$ cat src/rtl/perip_port_arbiter.sv
// Round-robin arbiter that funnels N_REQ requesters onto one byte-lane memory port,
// one access per IDLE -> ACCESS -> DONE pass, with a range check against MEM_SIZE.
module perip_port_arbiter #(
   parameter int N_REQ    = 3,
   parameter int MEM_SIZE = 10
) (
   input  logic                  clk_i,
   input  logic                  rst_i,
   input  logic [N_REQ-1:0]      req_i,
   input  logic [N_REQ-1:0]      we_i,
   input  logic [4*N_REQ-1:0]    be_i,
   input  logic [32*N_REQ-1:0]   addr_i,
   input  logic [32*N_REQ-1:0]   wdata_i,
   output logic [N_REQ-1:0]      ack_o,
   output logic                  err_o,
   output logic [31:0]           rdata_o,
   output logic [N_REQ-1:0]      grant_o,
   output logic                  mem_write_o,
   output logic [3:0]            mem_be_o,
   output logic [31:0]           mem_wraddr_o,
   output logic [31:0]           mem_rdaddr_o,
   output logic [31:0]           mem_wdata_o,
   input  logic [31:0]           mem_rdata_i
);

   localparam int IW = (N_REQ > 1) ? $clog2(N_REQ) : 1;

   typedef enum logic [1:0] {IDLE, ACCESS, DONE} state_t;

   state_t            state_q;
   logic [IW-1:0]     lastGrant_q;
   logic [IW-1:0]     winner_q;
   logic              we_q;
   logic [3:0]        be_q;
   logic [31:0]       addr_q;
   logic [31:0]       wdata_q;
   logic              err_q;
   logic [31:0]       rdata_q;
   logic [N_REQ-1:0]  ack_q;
   logic              errOut_q;
   logic [N_REQ-1:0]  grant_q;

   logic              reqValid;
   logic [IW-1:0]     winIdx_d;
   logic [IW:0]       candSum;
   logic [IW-1:0]     candIdx;
   logic              we_d;
   logic [3:0]        be_d;
   logic [31:0]       addr_d;
   logic [31:0]       wdata_d;
   logic              err_d;
   logic              inAccess;

   // Search starts one past the last winner, so requester 0 leads after reset.
   always_comb begin
      reqValid = 1'b0;
      winIdx_d = '0;
      candSum  = '0;
      candIdx  = '0;
      for (int off = 1; off <= N_REQ; off++) begin
         candSum = {1'b0, lastGrant_q} + (IW+1)'(off);
         if (candSum >= (IW+1)'(N_REQ)) begin
            candSum = candSum - (IW+1)'(N_REQ);
         end
         candIdx = candSum[IW-1:0];
         if (!reqValid && req_i[candIdx]) begin
            reqValid = 1'b1;
            winIdx_d = candIdx;
         end
      end
   end

   // The 33-bit sum keeps addresses near 2^32 from wrapping back into range.
   always_comb begin
      we_d    = 1'b0;
      be_d    = '0;
      addr_d  = '0;
      wdata_d = '0;
      err_d   = 1'b0;
      for (int k = 0; k < N_REQ; k++) begin
         if (winIdx_d == IW'(k)) begin
            we_d    = we_i[k];
            be_d    = be_i[4*k +: 4];
            addr_d  = addr_i[32*k +: 32];
            wdata_d = wdata_i[32*k +: 32];
         end
      end
      for (int i = 0; i < 4; i++) begin
         if (be_d[i] && (({1'b0, addr_d} + 33'(i)) >= 33'(MEM_SIZE))) begin
            err_d = 1'b1;
         end
      end
   end

   always_ff @(posedge clk_i) begin
      if (rst_i) begin
         state_q     <= IDLE;
         lastGrant_q <= IW'(N_REQ-1);
         winner_q    <= '0;
         we_q        <= 1'b0;
         be_q        <= '0;
         addr_q      <= '0;
         wdata_q     <= '0;
         err_q       <= 1'b0;
         rdata_q     <= '0;
         ack_q       <= '0;
         errOut_q    <= 1'b0;
         grant_q     <= '0;
      end else begin
         ack_q    <= '0;
         errOut_q <= 1'b0;
         unique case (state_q)
            IDLE: begin
               if (reqValid) begin
                  winner_q <= winIdx_d;
                  we_q     <= we_d;
                  be_q     <= be_d;
                  addr_q   <= addr_d;
                  wdata_q  <= wdata_d;
                  err_q    <= err_d;
                  grant_q  <= N_REQ'(1) << winIdx_d;
                  state_q  <= ACCESS;
               end
            end
            ACCESS: begin
               rdata_q     <= (we_q || err_q) ? 32'h0 : mem_rdata_i;
               lastGrant_q <= winner_q;
               ack_q       <= grant_q;
               errOut_q    <= err_q;
               state_q     <= DONE;
            end
            DONE: begin
               grant_q <= '0;
               state_q <= IDLE;
            end
            default: state_q <= IDLE;
         endcase
      end
   end

   // The memory port is live only during ACCESS; a range error blanks the lanes.
   assign inAccess     = (state_q == ACCESS);
   assign mem_be_o     = (inAccess && !err_q) ? be_q : 4'b0000;
   assign mem_write_o  = inAccess & we_q & ~err_q & ~rst_i;
   assign mem_wraddr_o = inAccess ? addr_q : 32'h0;
   assign mem_rdaddr_o = inAccess ? addr_q : 32'h0;
   assign mem_wdata_o  = inAccess ? wdata_q : 32'h0;

   assign ack_o   = ack_q;
   assign err_o   = errOut_q;
   assign grant_o = grant_q;
   assign rdata_o = rdata_q;

endmodule

$ cat config.mk
export PLATFORM = sky130hd
export DESIGN_NAME = perip_port_arbiter
export DESIGN_NICKNAME = d
export VERILOG_FILES = /design/src/rtl/perip_port_arbiter.sv
export SDC_FILE = /design/constraint.sdc
export NUM_CORES = 1
export LEC_CHECK = 0
export BUFFER_PORTS_ARGS = -buffer_cell sky130_fd_sc_hd__buf_2
export CAP_MARGIN = 25
export CORE_AREA = 4 4 147 149
export CTS_BUF_LIST = sky130_fd_sc_hd__clkbuf_2
export DETAILED_ROUTE_END_ITERATION = 10
export DIE_AREA = 0 0 151 153
export PLACE_DENSITY = 0.75
export SLEW_MARGIN = 10
export SYNTH_ARGS = -nofsm -noshare
export SYNTH_HDL_FRONTEND = slang
export SYNTH_SLANG_ARGS = --single-unit
$ cat constraint.sdc
create_clock -name clk_i -period 8.54 [get_ports clk_i]
set_input_delay 2.562 -clock clk_i [delete_from_list [all_inputs] [get_ports clk_i]]
set_output_delay 2.562 -clock clk_i [all_outputs]
set_load 0.005 [all_outputs]
======== After elaboration in Yosys (flattened, before gate mapping) ========
Cells that the tools add are included.
operators by class
  shift operators ......................... 1
  divide/modulo/power cells ............... 0
  multiply operators ...................... 0
  bitwise gates (word level) .............. 6
  magnitude comparators ................... 10
  multiplexer cells ....................... 39
  equal/unequal tests ..................... 5
  add/sub/neg operators ................... 9
  reduce and logical (&&, ||, !) cells .... 17
operators with widths
  kind                                                                     count
  32-bit 2-to-1 mux                                                        9
  33-bit by 4-bit >= comparator with 1-bit output (second input constant)  3
  32-bit by 2-bit adder with 33-bit output (second input constant)         2
  32-bit by 1-bit adder with 33-bit output (second input constant)         1
  32-bit by 4-bit >= comparator with 1-bit output (second input constant)  1
  4-bit 2-to-1 mux                                                         4
  2-bit 2-to-1 mux                                                         7
  1-bit 2-to-1 mux                                                         13
  3-bit by 2-bit >= comparator with 1-bit output (second input constant)   3
  2-bit by 3-bit < comparator with 1-bit output (second input constant)    3
  1-bit logical AND                                                        7
  2-bit by 2-bit adder with 3-bit output (second input constant)           2
  1-bit binary-select mux with 2-bit select                                3
  3-bit one-hot mux with 2 select lines                                    1
  2-bit subtractor (second input constant)                                 3
  2-bit by 1-bit equality test with 1-bit output (second input constant)   2
  2-bit equality test (second input constant)                              2
  2-bit zero test                                                          2
  2-bit one-hot mux with 2 select lines                                    1
  2-bit AND reduction                                                      2
  2-bit by 1-bit adder with 3-bit output (second input constant)           1
  1-bit bitwise AND                                                        3
  1-bit zero test                                                          3
  3-bit 2-to-1 mux                                                         1
  6 further kinds                                                          8
word-level totals
  bits in read-only memories .............. 0
  logic and storage cells ................. 99
  input bits .............................. 244
  flip-flop bits (word level) ............. 115
  output and inout bits ................... 140
  bits in latches ......................... 0
  RAM bits ................................ 0
  memories kept ........................... 0

======== Logic depth before layout (Yosys ltp) ========
Gate-level depths: netlist of run 1.
  depth after elaboration ................. 22
  mapped depth ............................ 23
  gate-level depth less buffers ........... 19

======== Worst setup path after synthesis of run 1 ========
OpenSTA, ideal clock, no wires.
  path kind ............................... input to register
  from .................................... in req_i[2]
  to ...................................... reg err_q
  setup time .............................. 137 ps
  slack ................................... 1910 ps
  arrival time ............................ 6493 ps
  cell stages on the path ................. 20
  required time ........................... 8403 ps
  path through ............................ clkbuf_1 mux2i_1 o22a_1 nor4_4 mux2i_1 buf_6 o21ai_2 buf_6 inv_1 ha_1 inv_1 a311oi_1 nand3_1 nor3_2 nand2_1 or4_1 o31a_1 a211o_1 nor4_1 o221ai_1
on the way
  cells in the longest elaborated chain, start to end .. 19
RTL lines
  element                                                                                                             line  text
  start, declared                                                                                                     9     input logic [N_REQ-1:0] req_i,
  1-bit binary-select mux with 2-bit select                                                                           66    if (!reqValid && req_i[candIdx]) begin
  1-bit 2-to-1 mux (not written as such)                                                                              66
  1-bit 2-to-1 mux                                                                                                    66
  1-bit zero test                                                                                                     66
  1-bit logical AND                                                                                                   66
  1-bit 2-to-1 mux                                                                                                    66
  1-bit zero test                                                                                                     66
  1-bit logical AND                                                                                                   66
  2-bit 2-to-1 mux                                                                                                    66
  2-bit zero test                                                                                                     81    if (winIdx_d == IW'(k)) begin
  32-bit 2-to-1 mux (3 in a row)                                                                                      81
  32-bit by 1-bit adder with 33-bit output / 32-bit by 4-bit >= comparator with 1-bit output (equally long branches)  89    if (be_d[i] && (({1'b0, addr_d} + 33'(i)) >= 33'(MEM_SIZE))) begin
  33-bit by 4-bit >= comparator with 1-bit output / 1-bit logical AND (equally long branches)                         89
  1-bit logical AND / 1-bit 2-to-1 mux (equally long branches)                                                        89
  1-bit 2-to-1 mux (3 in a row)                                                                                       89
  end signal, assigned                                                                                                120   err_q <= err_d;
  end, declared                                                                                                       37    logic err_q;
Several ways; a longest one is shown, not always the timed one. The select of a mux whose other input is x is not followed.
A chain may end at the register's enable or synchronous reset.

======== Worst setup path in the final report of run 1 ========
  from .................................... in req_i[0]
  to ...................................... reg err_q
The elaborated chain is that of the path after synthesis.

==> results of run 1 <==
-- per-stage QoR --
step / power (uW) / cells / setup slack [ns] / util [%] / hold slack [ns]
3_5_place_dp: 1710 / 1835 / 1.21 / 53.7 / 0.443
5_1_grt: 2240 / 1868 / 1.60 / 55.0 / 0.484
3_3_place_gp: 1700 / 1835 / 1.35 / 53.7 / 0.440
4_1_cts: 2100 / 1867 / 1.98 / 54.9 / 0.464
2_1_floorplan: 1370 / 1282 / 1.91 / - / 0.432
6_report: 2110 / 1868 / 1.83 / 55.0 / 0.461
-- cells in the final DEF (no fill, tap or decap), types with 17 or more instances in the layout --
| master | synthesis | final |
|---|---|---|
| nand2_1 | 204 | 204 |
| buf_2 | 13 | 382 |
| nand3_1 | 35 | 34 |
| a21oi_1 | 97 | 97 |
| dfxtp_1 | 115 | 115 |
| mux2i_1 | 19 | 19 |
| a22oi_1 | 36 | 36 |
| o21ai_0 | 24 | 24 |
| buf_4 | 38 | 26 |
| a311oi_1 | 39 | 39 |
| a31oi_1 | 32 | 32 |
| nor2_1 | 188 | 188 |
| nor3_1 | 19 | 17 |
| and2_1 | 80 | 80 |
| nor4_1 | 18 | 18 |
| nand4_1 | 20 | 20 |
| clkbuf_2 | 0 | 17 |
-- flip-flops by register name (all words and copies together), names as in the netlist, 3 cells and up --
name,flops
ack_o,3
addr_q,32
be_q,4
grant_o,3
rdata_o,32
wdata_q,32
-- critical path, delay by kind of cell --
kind | cells | cell delay, ns
simple gates | 7 | 2.32
compound gates | 7 | 1.77
buf+inv | 3 | 0.38
fa+ha+maj | 1 | 0.21
-- path summary, 6_finish.rpt --
path | start | endpoint | slack (ns) | cells past startpoint
min | addr_q[14] | addr_q[14] | 0.46 | 2
max | req_i[0] | err_q | 1.83 | 18
max reg2reg | lastGrant_q[0] | err_q | 2.72 | 19
min reg2reg | addr_q[14] | addr_q[14] | 0.46 | 2
-- power by group through the flow --
stage / clock [uW] / combinational (uW) / sequential [uW]
final: 386 / 1050 / 672
after global routing: 419 / 1140 / 684
after CTS: 397 / 1030 / 672
after detailed placement: 0 / 1020 / 683
after global placement: 0 / 1020 / 680
after floorplan: 0 / 698 / 668
-- metal layers --
layer	up-vias	part of all wire, %	track usage (%)
met5	-	0	0
met3	121	7.9	5.98
met4	0	4.3	12.7
met1	5117	39	39.7
li1	5204	-	-
met2	593	49	53.1
-- cell type report --
type / count / area [um^2]
Clock inverter: 15 / 166
Sequential cell: 115 / 2300
Multi-Input combinational cell: 1030 / 6030
Inverter: 12 / 47.5
Tap cell: 270 / 338
Fill cell: 2066 / 9070
Clock buffer: 17 / 85.1
Timing Repair Buffer: 409 / 2130
-- cell families (layout without fill, tap and decap cells) --
| logic type | count (synthesis) | after routing |
|---|---|---|
| compound gates | 337 | 337 |
| xor+xnor | 23 | 23 |
| fa+ha+maj | 8 | 8 |
| buf+inv | 137 | 453 |
| flops | 115 | 115 |
| mux | 24 | 24 |
| simple gates | 638 | 638 |
==> metrics.cfg, run 1 <==
[outcome]
run_status=completed

[sta]
rsz0062_at_grt=false
relSlewSlack_pct=27.5
max_freq_mhz=149
hold_viol_final=0
setup_viol=0
final.setup_skew_ns=0.0485
tightestPinTransition_ns=1.08
maxSlewViolCount=0
tns_ns=0
fin_crit_sh_pct=78.6
period_needed_ns=6.71

[synthesis]
synth_top_family_by_area=simple AND/OR/NAND/NOR gates
synth_area_leaders=dfxtp_1 26%, nand2_1 8.5%, nor2_1 7.8%, and2_1 5.6%, a21oi_1 5.4%
synth_common_cells=204 x nand2_1, 188 x nor2_1, 115 x dfxtp_1
synth_edf_count=0
synth_warnings=0
synth.most_common_cell=nand2_1
synthArstFlopShare_pct=0
synth-compound-area-share_pct=26.4
muxShareOfSynthArea_pct=2.78
syn-num-nets=1534
seq_area_frac_synth_pct=25.5
avgSynthCellArea_um2=7.03
synth_cell_types=87
synth_xor_area_share_pct=2.24
ys.flop_type=dfxtp_1
syn-cell-area_um2=9010
synth-simple-area-share_pct=34.1
yosysTopAreaCellShare_pct=25.5
syn_inst=1282
synth.ff_latch_count=115
synth_top_cell_by_area=dfxtp_1
yosys.area_share.adder_pct=1.11

[die]
die-area_um2=23100
num_rows=52
start_util_pct=44.7
die_h_um=153
io_pins=384
core_area_um2=20200
die_w_um=151

[pwr]
p_int_uw=1160
seq_power_share_pct=31.9
switching_share_pct=45.1
p_sw_uw=950
power_frac_clock_pct=18.3
leakage_uw=0.00505
vdd_drop_max_v=0.000106
pwr-share-comb_pct=49.8
p_per_area_nw_per_um2=190

[global_route]
grt_pass1_vias=10436
track_usage_pct=31.6
antenna_found_initial=0
grt_max_degree=89
overflow=0
grt_pass1_wl_mm=57.9

[detailed_routing]
drt-initial-drc-count=954
final_antenna_net_count=0
wl_per_cell_um=20.5
drt-total-wl_mm=38.2
vias=11035
viasPerCell=5.91
drc=0
drt_pass1_iterations=5

[flow_run]
cap_viol_max_count=0

[worst_setup_path]
arrival_ns=7.26
crit_slowest_cell=and3_2
crit_chain=buf_2 -> nand2b_1 -> a211o_1 -> and3_2 -> o22a_1 -> o21ai_2 -> inv_1 -> ha_1 -> inv_1 -> a311oi_1 -> nand3_1 -> nor3_2 -> nand2_1 -> or4_1 -> o31a_1 -> a211o_1 -> nor4_1 -> o221ai_1
critPathCaptureType=flop
critical_path_peak_fanout=30
required_ns=9.09
critical_path_class=in2reg
cp-start-kind=primary input
cpPeakStageDelay_ns=0.75

[finish]
drive_gt1_share_pct=31.2
area_delta_synth_final_pct=23.2
nNetsFinal=1837
num_antenna_cells=0
finalInstanceArea_um2=11100

[clock_network]
cts_root_buf=clkbuf_2
post_cts_resized=0
clkTransAtPathRegs_ns=0.18
clk_latency_ns=0.68
cts_sinks=115
cts_tree=built
postCtsSetupRepairBufs=0
cts_buffers=17
postCtsHoldBufs=0
cts_buffer_depth=2
htree_num_levels=4

[placement]
numPortBuffers=383
gp_congestion=1.07
hpwlAfterDp_mm=29.8
place_area_um2=10800

[hold_path]
min_path_type=reg2reg

No activity file was read; power rests on OpenSTA's default activity.
==> inputs of run 2 (changes only) <==
Settings changed: ABC_AREA from default to 1, CORE_AREA 4 4 147 149 to 4 4 146 148, DIE_AREA 0 0 151 153 to 0 0 150 152, PLACE_DENSITY 0.75 to 0.79.
Clock period 8.54 ns to 6.73 ns, I/O delays scaled along.
==> metrics.cfg, run 2 <==
[outcome]
run_status=completed  ; unchanged

[flow_run]
cap_viol_max_count=0  ; unchanged

[die]
start_util_pct=47.5  ; was 44.7%
io_pins=384  ; unchanged
die-area_um2=22800  ; was 23100 um^2
die_w_um=150  ; was 151 um
num_rows=52  ; unchanged
core_area_um2=20000  ; was 20200 um^2
die_h_um=152  ; was 153 um

[global_route]
overflow=0  ; unchanged
grt_max_degree=96  ; was 89
antenna_found_initial=10  ; was 0
grt_pass1_vias=10644  ; was 10.4k
grt_pass1_wl_mm=59.7  ; was 57.9 mm
track_usage_pct=33.5  ; was 31.6%

[finish]
nNetsFinal=2140  ; was 1837
area_delta_synth_final_pct=21.6  ; was 23.2%
layout_common_cells=394 x nand2_1, 383 x buf_2, 204 x nor2_1  ; was 382 x buf_2, 204 x nand2_1, 188 x nor2_1
drive_gt1_share_pct=29.8  ; was 31.2%
final_common_cell=nand2_1  ; was buf_2

[synthesis]
yosysTopAreaCellShare_pct=24.2  ; was 25.5%
synth_common_cells=394 x nand2_1, 206 x nor2_1, 204 x inv_1  ; was 204 x nand2_1, 188 x nor2_1, 115 x dfxtp_1
syn-cell-area_um2=9510  ; was 9010 um^2
syn-num-nets=1825  ; was 1534
avgSynthCellArea_um2=6.05  ; was 7.03 um^2
synthArstFlopShare_pct=0  ; unchanged
seq_area_frac_synth_pct=24.2  ; was 25.5%
synth.ff_latch_count=115  ; unchanged
synth_area_leaders=dfxtp_1 24%, nand2_1 16%, nor2_1 8.1%, inv_1 8.1%, o21ai_0 5.9%  ; was dfxtp_1 26%, nand2_1 8.5%, nor2_1 7.8%, and2_1 5.6%, a21oi_1 5.4%
synth_warnings=0  ; unchanged
ys.flop_type=dfxtp_1  ; unchanged
synth_edf_count=0  ; unchanged
syn_inst=1573  ; was 1282
synth_cell_types=43  ; was 87
synth.most_common_cell=nand2_1  ; unchanged
synth_top_cell_by_area=dfxtp_1  ; unchanged

[clock_network]
postCtsHoldBufs=0  ; unchanged
cts_buffer_depth=2  ; unchanged
htree_num_levels=4  ; unchanged
cts_root_buf=clkbuf_2  ; unchanged
cts_buffers=17  ; unchanged
postCtsSetupRepairBufs=0  ; unchanged
post_cts_resized=0  ; unchanged
clkTransAtPathRegs_ns=0.22  ; was 0.18 ns
clk_latency_ns=0.72  ; was 0.68 ns
cts_tree=built  ; unchanged
cts_sinks=115  ; unchanged

[worst_setup_path]
r2r-start=lastGrant_q[0]  ; unchanged
critical_path_peak_fanout=27  ; was 30
critPathCaptureType=flop  ; unchanged
cpPeakStageDelay_ns=0.47  ; was 0.75 ns
critical_path_class=in2reg  ; unchanged
crit_family=simple AND/OR/NAND/NOR gates  ; unchanged
cpMostUsedCell=nand2_1
required_ns=7.35  ; was 9.09 ns
cp-start-kind=primary input  ; unchanged
crit_buf_inv=4  ; was 3
crit_slowest_cell=nor2_8  ; was and3_2
cp-startpoint=req_i[2]  ; was req_i[0]
arrival_ns=5.65  ; was 7.26 ns

[detailed_routing]
drt-initial-drc-count=988  ; was 954
viasPerCell=5.30  ; was 5.91
drt_pass1_iterations=6  ; was 5
vias=11546  ; was 11.0k
final_antenna_net_count=0  ; unchanged
wl_per_cell_um=18.6  ; was 20.5 um
drt-total-wl_mm=40.4  ; was 38.2 mm
drc=0  ; unchanged

[hold_path]
min_path_type=reg2reg  ; unchanged
min_from=grant_o[0]  ; was addr_q[14]

[sta]
max_freq_mhz=199
fin_crit_sh_pct=74.8
hold_viol_final=0  ; unchanged
maxSlewViolCount=0  ; unchanged
rsz0062_at_grt=false  ; unchanged
final.setup_skew_ns=0.0290  ; was 0.0485 ns
period_needed_ns=5.03
tightestPinTransition_ns=0.850  ; was 1.08 ns
tns_ns=0  ; unchanged
setup_viol=0  ; unchanged
relSlewSlack_pct=43.2  ; was 27.5%

[placement]
hpwlAfterDp_mm=31.8  ; was 29.8 mm
gp_congestion=1.07  ; about the same
numPortBuffers=383  ; unchanged

==> run 2: cell types whose count changed after synthesis, sizes merged, moves of 62 or more <==
cell   change
nand2    +242
inv      +205
o21ai     +95
and2      -79
nand3     +64
nor2      +62
==> run 2: cell type report <==
type | count | area, um^2
Antenna cell | 6 | 15.0
Clock buffer | 17 | 85.1
Clock inverter | 15 | 161
Fill cell | 2108 | 8480
Inverter | 220 | 836
Multi-Input combinational cell | 1139 | 5810
Sequential cell | 115 | 2300
Tap cell | 270 | 338
Timing Repair Buffer | 395 | 2010
==> run 2: final timing paths <==
path	to	depth (start not counted)	slack, ns
max	err_q	29	1.70
min	ack_o[0]	2	0.46
max reg2reg	err_q	30	2.09
min reg2reg	ack_o[0]	2	0.46
==> run 2: worst register-to-register path, delay by kind of cell, from the launching register on <==
kind | cells | cell delay [ns]
simple gates | 23 | 2.61
fa+ha+maj | 2 | 0.71
buf+inv | 4 | 0.61
flops | 1 | 0.49
compound gates | 1 | 0.15
==> run 2: routing by layer <==
layer	share of wire, %	up-vias	track usage, %
li1	-	5600	-
met1	41	5220	43.7
met2	45	612	53.6
met3	9.6	106	6.91
met4	4.4	8	14.2
met5	0.11	-	0
==> run 2: logic make-up (layout without fill, tap and decap cells) <==
logic type                 Yosys count  in the layout  share of synthesized area (%)
other                                0              6                              0
buffers and inverters              319            647                           14.7
xor gates and xnor gates            17             17                           1.57
and+or+nand+nor                    848            848                           42.7
DFF                                115            115                           24.2
AOI/OAI and AO/OA                  266            266                           15.7
adders and majority gates            8              8                           1.05
==> run 2: metrics by stage <==
| step | utilization [%] | hold slack (ns) | setup slack [ns] | area (um^2) | instances |
|---|---|---|---|---|---|
| 3_3_place_gp | 56.3 | 0.438 | 1.07 | 11300 | 2138 |
| 4_1_cts | 57.6 | 0.464 | 1.76 | 11500 | 2171 |
| 2_1_floorplan | - | 0.438 | 1.97 | 9510 | 1573 |
| 5_1_grt | 57.6 | 0.485 | 1.21 | 11600 | 2174 |
| 3_5_place_dp | 56.4 | 0.446 | 0.987 | 11300 | 2139 |
| 6_report | 57.7 | 0.459 | 1.70 | 11600 | 2177 |
Power of run 2 is not shown: default switching activity piles up to over one toggle a cycle in this logic, so the estimate is an artifact.
==> inputs of run 3 (changes only) <==
Clock period 6.73 ns to 5.2 ns, I/O delays scaled along.
==> metrics.cfg, run 3 (synthesis gave the netlist of run 2 again) <==
[worst_setup_path]
crit_buf_inv=4  ; unchanged
critical_path_class=reg2reg  ; was in2reg
cp-start-kind=flop  ; was primary input
cpMostUsedCell=nand2_1  ; unchanged
arrival_ns=4.99  ; was 5.65 ns
critical_path_peak_fanout=27  ; unchanged
crit_family=simple AND/OR/NAND/NOR gates  ; unchanged
cpPeakStageDelay_ns=0.48  ; was 0.47 ns
crit_slowest_cell=dfxtp_1  ; was nor2_8
rrSetupSlack_ns=0.79  ; was 2.09 ns
critPathCaptureType=flop  ; unchanged
required_ns=5.79  ; was 7.35 ns

[global_route]
overflow=0  ; unchanged
track_usage_pct=33.6  ; was 33.5%
grt_pass1_wl_mm=59.7  ; about the same
antenna_found_initial=10  ; unchanged
grt_pass1_vias=10411  ; was 10.6k
grt_max_degree=96  ; unchanged

[detailed_routing]
drt-total-wl_mm=40.7  ; was 40.4 mm
drc=0  ; unchanged
drt_pass1_iterations=6  ; unchanged
vias=11603  ; was 11.5k
drt-initial-drc-count=1106  ; was 988
viasPerCell=5.30  ; about the same
final_antenna_net_count=0  ; unchanged
wl_per_cell_um=18.6  ; about the same

[placement]
dp_cells=2153  ; was 2139
gp_congestion=1.01  ; was 1.07
numPortBuffers=383  ; unchanged
hpwlAfterDp_mm=32.6  ; was 31.8 mm

[clock_network]
cts_buffer_depth=2  ; unchanged
postCtsHoldBufs=0  ; unchanged
htree_num_levels=4  ; unchanged
cts_tree=built  ; unchanged
cts_sinks=115  ; unchanged
postCtsSetupRepairBufs=0  ; unchanged
post_cts_resized=0  ; unchanged
cts_buffers=17  ; unchanged
clk_latency_ns=0.68  ; was 0.72 ns
cts_root_buf=clkbuf_2  ; unchanged
clkTransAtPathRegs_ns=0.20  ; was 0.22 ns

[flow_run]
cap_viol_max_count=0  ; unchanged

[die]
die_h_um=152  ; unchanged
die_w_um=150  ; unchanged
num_rows=52  ; unchanged
core_area_um2=20000  ; unchanged
start_util_pct=47.5  ; unchanged
die-area_um2=22800  ; unchanged
io_pins=384  ; unchanged

[finish]
area_delta_synth_final_pct=22.7  ; was 21.6%
final_cell_count_no_fill=2191  ; was 2177
drive_gt1_share_pct=30.3  ; was 29.8%
layout_common_cells=394 x nand2_1, 383 x buf_2, 204 x nor2_1  ; unchanged
nNetsFinal=2154  ; was 2140
final_common_cell=nand2_1  ; unchanged

[sta]
relSlewSlack_pct=38.8  ; was 43.2%
fin_crit_sh_pct=84.7
max_freq_mhz=227
final.setup_skew_ns=0.0325  ; was 0.0290 ns
rsz0062_at_grt=false  ; unchanged
hold_viol_final=0  ; unchanged
tightestPinTransition_ns=0.908  ; was 0.850 ns
setup_viol=0  ; unchanged
period_needed_ns=4.41
tns_ns=0  ; unchanged
maxSlewViolCount=0  ; unchanged

[outcome]
run_status=completed  ; unchanged

[hold_path]
min_path_type=reg2reg  ; unchanged

## run 3: cell count changes in the layout (fill, tap and decap cells not counted), sizes merged
cell,change
inv,-4
clkinv,+1
buf,+14
clkinvlp,+3
## run 3: per-stage QoR
| stage | hold WS (ns) | instance area [um^2] | setup WS (ns) | util (%) |
|---|---|---|---|---|
| global route | 0.491 | 11700 | 0.507 | 58.2 |
| floorplan | 0.438 | 9510 | 0.984 | - |
| detailed placement | 0.458 | 11400 | 0.213 | 57.0 |
| global placement | 0.434 | 11400 | 0.244 | 57.0 |
| finish | 0.473 | 11700 | 0.794 | 58.2 |
| CTS | 0.477 | 11700 | 0.878 | 58.2 |
## run 3: layer usage
metal,global-route usage [%],share of wire [%],vias up
li1,-,-,5632
met1,44.5,41,5282
met2,54.6,47,598
met3,6.73,9.1,83
met4,11.1,2.8,8
met5,0,0.098,-
## run 3: final cells by class
type | count | area (um^2)
well taps | 270 | 338
inverters | 220 | 836
repair buffers | 409 | 2140
fillers | 2063 | 8370
multi-input cells | 1139 | 5810
clock buffers | 17 | 85.1
clock inverters | 15 | 148
flip-flops and latches | 115 | 2300
diodes | 6 | 15.0
## run 3: worst paths after layout
path | from | end | depth (start not counted)
worst min-delay path | grant_o[0] | ack_o[0] | 2
worst max-delay path | lastGrant_q[0] | err_q | 29
worst max register to register | lastGrant_q[0] | err_q | 29
worst min register to register | grant_o[0] | ack_o[0] | 2
## run 3: worst reg2reg max path, delay by kind of cell (launching register included)
family / cells / cell delay (ns)
DFF: 1 / 0.48
adders and majority gates: 2 / 0.71
AOI/OAI and AO/OA: 1 / 0.12
and+or+nand+nor: 22 / 2.54
buffers and inverters: 4 / 0.50
Power of run 3 is left out for the same reason.
